`src/rtl/esn_pkg.sv`:
```
// Shared definitions for the integer ESN reservoir pipeline: default formats,
// MAC FSM state encoding and the rescale/saturate helper.
package esn_pkg;

    localparam int ESN_DATA_W = 32;
    localparam int ESN_FRAC   = 16;

    // Working widths of the saturation helper; callers sign-extend into / slice out of these.
    localparam int SAT_ACC_W  = 160;
    localparam int SAT_VAL_W  = 64;

    typedef enum logic [3:0] {
        S_IDLE  = 4'b0001,
        S_ISSUE = 4'b0010,
        S_DRAIN = 4'b0100,
        S_DONE  = 4'b1000
    } state_e;

    typedef struct packed {
        logic                        sat;
        logic signed [SAT_VAL_W-1:0] val;
    } sat_res_t;

    function automatic sat_res_t sat_to_width(input logic signed [SAT_ACC_W-1:0] acc,
                                              input int unsigned                 frac,
                                              input int unsigned                 data_w);
        logic signed [SAT_ACC_W-1:0] r;
        logic signed [SAT_ACC_W-1:0] hi;
        logic signed [SAT_ACC_W-1:0] lo;
        sat_res_t                    res;
        r  = acc >>> frac;
        hi = $signed((SAT_ACC_W'(1) << (data_w - 1)) - SAT_ACC_W'(1));
        // In two's complement the most negative value is the complement of the most positive.
        lo = ~hi;
        res.sat = 1'b0;
        res.val = SAT_VAL_W'(r);
        if (r > hi) begin
            res.sat = 1'b1;
            res.val = SAT_VAL_W'(hi);
        end else if (r < lo) begin
            res.sat = 1'b1;
            res.val = SAT_VAL_W'(lo);
        end
        return res;
    endfunction

endpackage

```
`src/rtl/reservoir_mac_sat_shift.sv`:
```
// Combinational arithmetic right shift by FRAC followed by a clamp to DATA_W,
// with a flag raised whenever the clamp engaged.
module sat_shift
    import esn_pkg::*;
#(
    parameter int ACC_W  = 68,
    parameter int DATA_W = ESN_DATA_W,
    parameter int FRAC   = ESN_FRAC
)(
    input  logic signed [ACC_W-1:0]  iAcc,
    output logic signed [DATA_W-1:0] oData,
    output logic                     oSat
);

    sat_res_t res;

    always_comb begin
        res = sat_to_width(SAT_ACC_W'(iAcc), $unsigned(FRAC), $unsigned(DATA_W));
    end

    assign oData = res.val[DATA_W-1:0];
    assign oSat  = res.sat;

    // Bits above DATA_W are pure sign extension once clamped.
    generate
        if (DATA_W < SAT_VAL_W) begin : g_hi
            logic unused_hi;
            assign unused_hi = ^res.val[SAT_VAL_W-1:DATA_W];
        end
    endgenerate

endmodule

```
`src/rtl/reservoir_mac.sv`:
```
// Serial multiply-accumulate for one ESN reservoir neuron: bias plus LEN
// weighted terms read from 1-cycle memories, rescaled and saturated.
module reservoir_mac
    import esn_pkg::*;
#(
    parameter  int DATA_W = ESN_DATA_W,
    parameter  int LEN    = 8,
    parameter  int FRAC   = ESN_FRAC,
    localparam int ADDR_W = (LEN > 1) ? $clog2(LEN) : 1,
    localparam int ACC_W  = 2 * DATA_W + $clog2(LEN) + 1
)(
    input  logic                     iClk,
    input  logic                     iRst_n,
    input  logic                     iStart,
    input  logic signed [DATA_W-1:0] iBias,
    output logic        [ADDR_W-1:0] oAddr,
    input  logic signed [DATA_W-1:0] iX,
    input  logic signed [DATA_W-1:0] iW,
    output logic signed [DATA_W-1:0] oData,
    output logic                     oValid,
    output logic                     oBusy,
    output logic                     oSat
);

    state_e                     state_q, state_d;
    logic        [ADDR_W-1:0]   cnt_q, cnt_d;
    logic signed [ACC_W-1:0]    acc_q, acc_d;
    logic                       dvld_q, dvld_d;
    logic signed [DATA_W-1:0]   data_q, data_d;
    logic                       sat_q, sat_d;
    logic                       valid_q, valid_d;
    logic                       busy_q, busy_d;

    logic signed [2*DATA_W-1:0] prod;
    logic signed [DATA_W-1:0]   sat_data;
    logic                       sat_flag;
    logic                       last_addr;

    assign prod      = (2*DATA_W)'(iX) * (2*DATA_W)'(iW);
    assign last_addr = (cnt_q == ADDR_W'(LEN - 1));

    sat_shift #(
        .ACC_W  (ACC_W),
        .DATA_W (DATA_W),
        .FRAC   (FRAC)
    ) u_sat_shift (
        .iAcc  (acc_q),
        .oData (sat_data),
        .oSat  (sat_flag)
    );

    always_ff @(posedge iClk or negedge iRst_n) begin
        if (!iRst_n) begin
            state_q <= S_IDLE;
        end else begin
            state_q <= state_d;
        end
    end

    always_comb begin
        state_d = state_q;
        case (state_q)
            S_IDLE:  if (iStart) state_d = S_ISSUE;
            S_ISSUE: if (last_addr) state_d = S_DRAIN;
            S_DRAIN: state_d = S_DONE;
            S_DONE:  state_d = S_IDLE;
            default: state_d = S_IDLE;
        endcase
    end

    // dvld marks cycles where iX/iW carry the term addressed one cycle earlier.
    always_comb begin
        cnt_d   = cnt_q;
        acc_d   = acc_q;
        dvld_d  = (state_q == S_ISSUE);
        data_d  = data_q;
        sat_d   = sat_q;
        valid_d = 1'b0;
        busy_d  = busy_q;
        if (dvld_q) begin
            acc_d = acc_q + ACC_W'(prod);
        end
        case (state_q)
            S_IDLE: begin
                if (iStart) begin
                    acc_d  = ACC_W'(iBias) <<< FRAC;
                    cnt_d  = '0;
                    busy_d = 1'b1;
                end
            end
            S_ISSUE: begin
                cnt_d = last_addr ? '0 : cnt_q + ADDR_W'(1);
            end
            S_DONE: begin
                data_d  = sat_data;
                sat_d   = sat_flag;
                valid_d = 1'b1;
                busy_d  = 1'b0;
            end
            default: ;
        endcase
    end

    always_ff @(posedge iClk or negedge iRst_n) begin
        if (!iRst_n) begin
            cnt_q   <= '0;
            acc_q   <= '0;
            dvld_q  <= 1'b0;
            data_q  <= '0;
            sat_q   <= 1'b0;
            valid_q <= 1'b0;
            busy_q  <= 1'b0;
        end else begin
            cnt_q   <= cnt_d;
            acc_q   <= acc_d;
            dvld_q  <= dvld_d;
            data_q  <= data_d;
            sat_q   <= sat_d;
            valid_q <= valid_d;
            busy_q  <= busy_d;
        end
    end

    assign oAddr  = cnt_q;
    assign oData  = data_q;
    assign oValid = valid_q;
    assign oBusy  = busy_q;
    assign oSat   = sat_q;

endmodule

```
`config.mk`:
```
export PLATFORM = sky130hd
export DESIGN_NAME = reservoir_mac
export DESIGN_NICKNAME = d
export VERILOG_FILES = /design/src/rtl/esn_pkg.sv /design/src/rtl/reservoir_mac_sat_shift.sv /design/src/rtl/reservoir_mac.sv
export SDC_FILE = /design/constraint.sdc
export NUM_CORES = 2
export LEC_CHECK = 0
export CAP_MARGIN = 5
export CORE_MARGIN = 2
export CORE_UTILIZATION = 45
export DETAILED_ROUTE_END_ITERATION = 12
export PLACE_DENSITY = 0.63
export SLEW_MARGIN = 10
export SYNTH_ARGS = -nofsm -noshare
export SYNTH_HDL_FRONTEND = slang
export SYNTH_HIERARCHICAL = 1
export SYNTH_SLANG_ARGS = --single-unit
```
`constraint.sdc`:
```
create_clock -name iClk -period 8.48 [get_ports iClk]
set_input_delay 1.696 -clock iClk [delete_from_list [all_inputs] [get_ports iClk]]
set_output_delay 1.696 -clock iClk [all_outputs]
set_load 0.01 [all_outputs]
```
# Yosys cells after proc, flatten, opt, wreduce, memory -nomap -nowiden
# Cells that the tools add are included.
classes:
  n_mux: 14
  n_reduce_logical: 5
  eq_ne: 7
  mul: 1
  order_cmp: 2
  add_sub_neg: 2
op_table:
  columns: ["cell", "count"]
  rows:
  - ["68-bit two-way mux", 3]
  - ["65-bit two-way mux", 2]
  - ["68-bit by 64-bit adder with 68-bit output", 1]
  - ["32-bit by 32-bit multiplier with 64-bit output", 1]
  - ["52-bit by 32-bit > comparator with 1-bit output (second input constant)", 1]
  - ["52-bit by 32-bit less-than comparator with 1-bit output (second input constant)", 1]
  - ["4-bit one-hot mux with 3 select lines", 1]
  - ["4-bit two-way mux", 2]
  - ["3-bit two-way mux", 2]
  - ["3-bit one-hot mux with 2 select lines", 1]
  - ["2-bit AND reduction", 3]
  - ["4-bit by 1-bit equality test with 1-bit output (second input constant)", 1]
  - ["4-bit by 2-bit equality test with 1-bit output (second input constant)", 1]
  - ["4-bit by 3-bit equality test with 1-bit output (second input constant)", 1]
  - ["4-bit equality test (second input constant)", 1]
  - ["2-bit nonzero test", 2]
  - ["3-bit by 1-bit adder with 3-bit output (second input constant)", 1]
  - ["3-bit equality test (second input constant)", 1]
  - ["1-bit two-way mux", 2]
  - ["2-bit by 1-bit inequality test with 1-bit output (second input constant)", 1]
  - ["2-bit inequality test (second input constant)", 1]
  - ["1-bit one-hot mux with 2 select lines", 1]
totals:
  register_bits: 111
  word_cells: 39
  output_inout_bits: 38

# Depth between registers and ports, before layout
logic_depth:
  depth_word: 5
  mapped_depth: 30
  depth_no_buf: 28

# Hierarchy
# Netlist, hierarchy kept.
modules_own_cells:
  columns: ["module", "n_inst", "seq_area_each_um2", "cells_per_inst", "area_each_um2"]
  rows:
  - ["reservoir_mac", 1, 2778.9, 4894, 46081.7]
  - ["sat_shift", 1, 0.0, 54, 401.6]

# Worst setup path before layout
# OpenSTA, ideal clock, no wires.
synth_path:
  path_kind: "input-to-reg"
  start: "input port iX[31]"
  end: "register acc_q[67]"
  path_stages: 27
  t_arrival_ps: 10038
  path_buffers: 2
  path_slack_ps: -1657
  t_required_ps: 8381
  path_cell_list: "clkbuf_1 > nand2_1 > fa_1 > inv_1 > fa_1 > fa_1 > inv_1 > fa_1 > inv_1 > fa_1 > fa_1 > fa_1 > inv_1 > fa_1 > inv_1 > ha_1 > clkbuf_1 > a21oi_1 > o21ai_1 > a31oi_1 > a31oi_1 > nor4_2 > o21ai_2 > a41oi_2 > o221ai_2 > mux2i_1 > a311oi_1"
synth_via:
  elab_chain_cells: 5
synth_lines:
  columns: ["element", "line", "rtl"]
  rows:
  - ["start, declared", "reservoir_mac.sv:17", "input logic signed [DATA_W-1:0] iX,"]
  - ["32-bit by 32-bit multiplier with 64-bit output *", "reservoir_mac.sv:39", "assign prod = (2*DATA_W)'(iX) * (2*DATA_W)'(iW);"]
  - ["68-bit by 64-bit adder with 68-bit output *", "reservoir_mac.sv:81", "acc_d = acc_q + ACC_W'(prod);"]
  - ["68-bit two-way mux *", "reservoir_mac.sv:80", "if (dvld_q) begin"]
  - ["68-bit two-way mux", "reservoir_mac.sv:85", "if (iStart) begin"]
  - ["68-bit two-way mux *", "reservoir_mac.sv:83", "case (state_q)"]
  - ["named net acc_d[67]", "reservoir_mac.sv:27", "logic signed [ACC_W-1:0] acc_q, acc_d;"]
  - ["end signal, assigned", "reservoir_mac.sv:107", "acc_q <= '0;"]
  - ["end signal, assigned", "reservoir_mac.sv:115", "acc_q <= acc_d;"]
  - ["end, declared", "reservoir_mac.sv:27", null]
# Mark *: on every way through the listed nets, which the timed path passes. The rest lies on a longest branch.
# A chain may end at the register's enable or synchronous reset.

# Final worst setup path
layout_path:
  start: "input port iX[31]"
  end: "register acc_q[63]"
# Same word-level chain as after synthesis.

==> results by group <==
Run status
  • Outcome: complete, but fails checks
  • Failing checks: negative setup slack

Global routing
  • Gr ovfl total: 0
  • Largest net degree at the start of global routing: 75
  • First-pass GRT wire length: 225000 um
  • Initial antenna violation count: 3
  • Vias in the first global route: 39200
  • Total track usage: 27.6%

Finish
  • FF+latch area: 2780 um2
  • Most frequent cells in the layout: inv_1 (1240), fa_1 (1176), nand2_1 (594)
  • Most common cell after layout, fill and taps aside: inv_1
  • N_diodes: 0
  • Fraction of layout cells with a size suffix above 1: 21.5%
  • Final #Nets: 7119
  • Filler cell count: 8910
  • Area of the multi-input gates: 39600 um2
  • Synth-to-Final Area Change: 25.6%

Placed design
  • GP Congestion: 0.918
  • Placement Setup Slack: -1.39 ns
  • Hpwl dp: 112000 um
  • I/O Buffers: 136

Timing
  • # setup viols final: 20
  • Slew @ Worst Pin: 0.952 ns
  • RSZ-0062 raised after global routing: true
  • Fin crit period: 8.76 ns
  • Setup Skew: 0.0176 ns
  • Setup ws final: -0.277 ns
  • Worst slew margin relative to its limit: 36.5%
  • Tcrit/Tclk final: 103%
  • Slew Limit Fails: 0
  • Final hold vios: 0
  • Fmax: 114 MHz

Logic synthesis
  • Seq/Total Area, Yosys: 5.98%
  • Synth Cell Area: 46500 um2
  • Synth warnings: 6
  • Top_reg_cell synth: dfrtp_1
  • Post-synth EDFFs: 0
  • Async set-reset flop share out of synthesis: 100%
  • Post-synthesis cell count: 4948
  • Synth Register Bits: 111
  • Post-Synthesis Mean Instance Area: 9.39 um2
  • Yosys cell types: 74
  • Syn_nets: 6527

Clocking
  • Clock Root Buffer: clkbuf_16
  • H-tree depth: 3
  • Clock-pin slew on the worst setup and hold paths: 0.09 ns
  • CTS tree: yes
  • Clk sinks: 111
  • Inserted Clock Buffers: 9
  • Clock Latency Late Sink: 0.39 ns
  • Clock buffer depth: 2

Floorplanning
  • # IOs: 137
  • # rows: 117
  • Initial Util: 45.5%
  • Die footprint: 106000 um2
  • Die width: 325 um
  • CORE AREA: 102000 um2
  • Die H: 325 um

Drt
  • DR DRC count: 0
  • Routed via count: 35700
  • Wire per inst: 21.0 um
  • Wirelength, routed: 145000 um
  • Routed Antenna Nets: 0
  • DRT Pass-1 Iters: 6
  • DRT iter0 DRCs: 2282
  • Vias per cell: 5.17

Setup path
  • Critical Path Sink Type: flip-flop
  • Slowest-stage cell, CP: fa_1
  • WS Path Type: input pin to flip-flop
  • Max FO, Critical Path: 7
  • CP Launch Type: input pin
  • CP peak stage delay: 0.57 ns
  • Required time worst endpoint: 8.76 ns
  • Cell repeated most along the worst path: fa_1
  • Critical Path Start: iX[31]
  • Critical path arrival: 9.03 ns
  • Reg2reg start: acc_q[19]

Worst hold path
  • Class of the worst hold path: flip-flop to flip-flop
  • HP Start: oBusy

Run
  • Max-cap violations: 0
-- final cells by class --
class / count / area share [%]
multi-input combinational: 3275 / 67.9
timing repair buffer: 827 / 15.4
sequential: 111 / 4.76
clock inverter: 7 / 0.146
tap: 1368 / 2.93
inverter: 1316 / 8.50
clock buffer: 9 / 0.386
-- worst max-delay path, delay by kind of cell --
kind | cells | cell delay, ns
adders and majority gates | 9 | 4.43
buffers and inverters | 12 | 1.16
AOI/OAI and AO/OA | 5 | 1.02
and+or+nand+nor | 5 | 0.72
-- cells in the mapped netlist, types with 7 or more instances --
| cell | instances | area [um2] |
|---|---|---|
| xnor2_1 | 42 | 368 |
| and2_1 | 473 | 2960 |
| xor2_1 | 23 | 201 |
| dfrtp_1 | 110 | 2750 |
| inv_1 | 1316 | 4940 |
| a21oi_1 | 130 | 651 |
| ha_1 | 228 | 2850 |
| nor4_1 | 7 | 43.8 |
| o21ai_0 | 58 | 290 |
| mux2_2 | 34 | 383 |
| nand2b_1 | 18 | 113 |
| o211ai_1 | 9 | 67.6 |
| a21o_1 | 55 | 413 |
| nand2_1 | 619 | 2320 |
| fa_1 | 1252 | 25100 |
| nor2_1 | 107 | 402 |
| mux2i_1 | 29 | 290 |
| a211oi_1 | 8 | 60.1 |
| a31oi_1 | 20 | 125 |
| nand4_1 | 14 | 87.6 |
| and3_1 | 12 | 75.1 |
| nand3_1 | 15 | 75.1 |
| or3_1 | 8 | 50.1 |
| nor3_1 | 16 | 80.1 |
| clkbuf_1 | 233 | 875 |
| o21ai_1 | 9 | 45.0 |
| o21bai_1 | 18 | 135 |
-- cells by family (layout without fill, tap and decap cells) --
group | after synthesis | count (layout) | synth area share, %
buffers and inverters | 1562 | 2159 | 12.7
adder cells (fa/ha/maj) | 1480 | 1480 | 60.1
AND/OR/NAND/NOR | 1314 | 1314 | 13.8
AO/OA/AOI/OAI | 352 | 352 | 4.80
flip-flops | 111 | 111 | 5.98
XOR/XNOR | 65 | 65 | 1.22
multiplexers | 64 | 64 | 1.47
-- routing by layer --
layer | share of wire (%) | wire [um] | up-vias | track usage, %
li1 | - | - | 15400 | -
met1 | 37 | 54300 | 18800 | 35.0
met2 | 51 | 74300 | 1151 | 48.8
met4 | 5.3 | 7720 | 4 | 9.95
met5 | 0.017 | 25 | - | 0
met3 | 6.2 | 8990 | 331 | 3.18
-- stage by stage --
stage | setup TNS (ns) | cell area [um2] | utilization (%) | cells | hold WS, ns
after floorplan | -8.69 | 46700 | - | 4948 | 0.471
after global placement | -38.85 | 53500 | 52.4 | 6695 | 0.487
after detailed placement | -39.55 | 53500 | 52.4 | 6695 | 0.498
after CTS | -2.44 | 56800 | 55.6 | 6853 | 0.520
after global routing | -8.11 | 58400 | 57.1 | 6913 | 0.535
final | -2.54 | 58400 | 57.1 | 6913 | 0.517
-- final timing paths --
kind	to	slack (ns)	cells after the start
max	acc_q[63]	-0.28	31
min	oBusy	0.52	2
max reg2reg	acc_q[44]	0.97	26
min reg2reg	oBusy	0.52	2
max in group asynchronous	acc_q[19]	5.77	2
min in group asynchronous	oAddr[1]	1.31	1
-- registers in the layout, summed over array words and instances, names as in the netlist --
signal / count
acc_q: 68
oSat: 1
oValid: 1
dvld_q: 1
state_q: 4
oAddr: 3
oData: 32
oBusy: 1
-- repair_timing --
| item | in CTS | in global routing |
|---|---|---|
| pin swaps | 178 | 182 |
| cloned | 37 | 13 |
| buffers inserted | 106 | 54 |
| resized for setup | 474 | 340 |
| setup endpoints to repair | 45 | 42 |
| hold buffers | 0 | 0 |
Power is left out: the tool's default activity adds up to more than one toggle a clock period on the data nets, which glitch-free logic cannot reach.
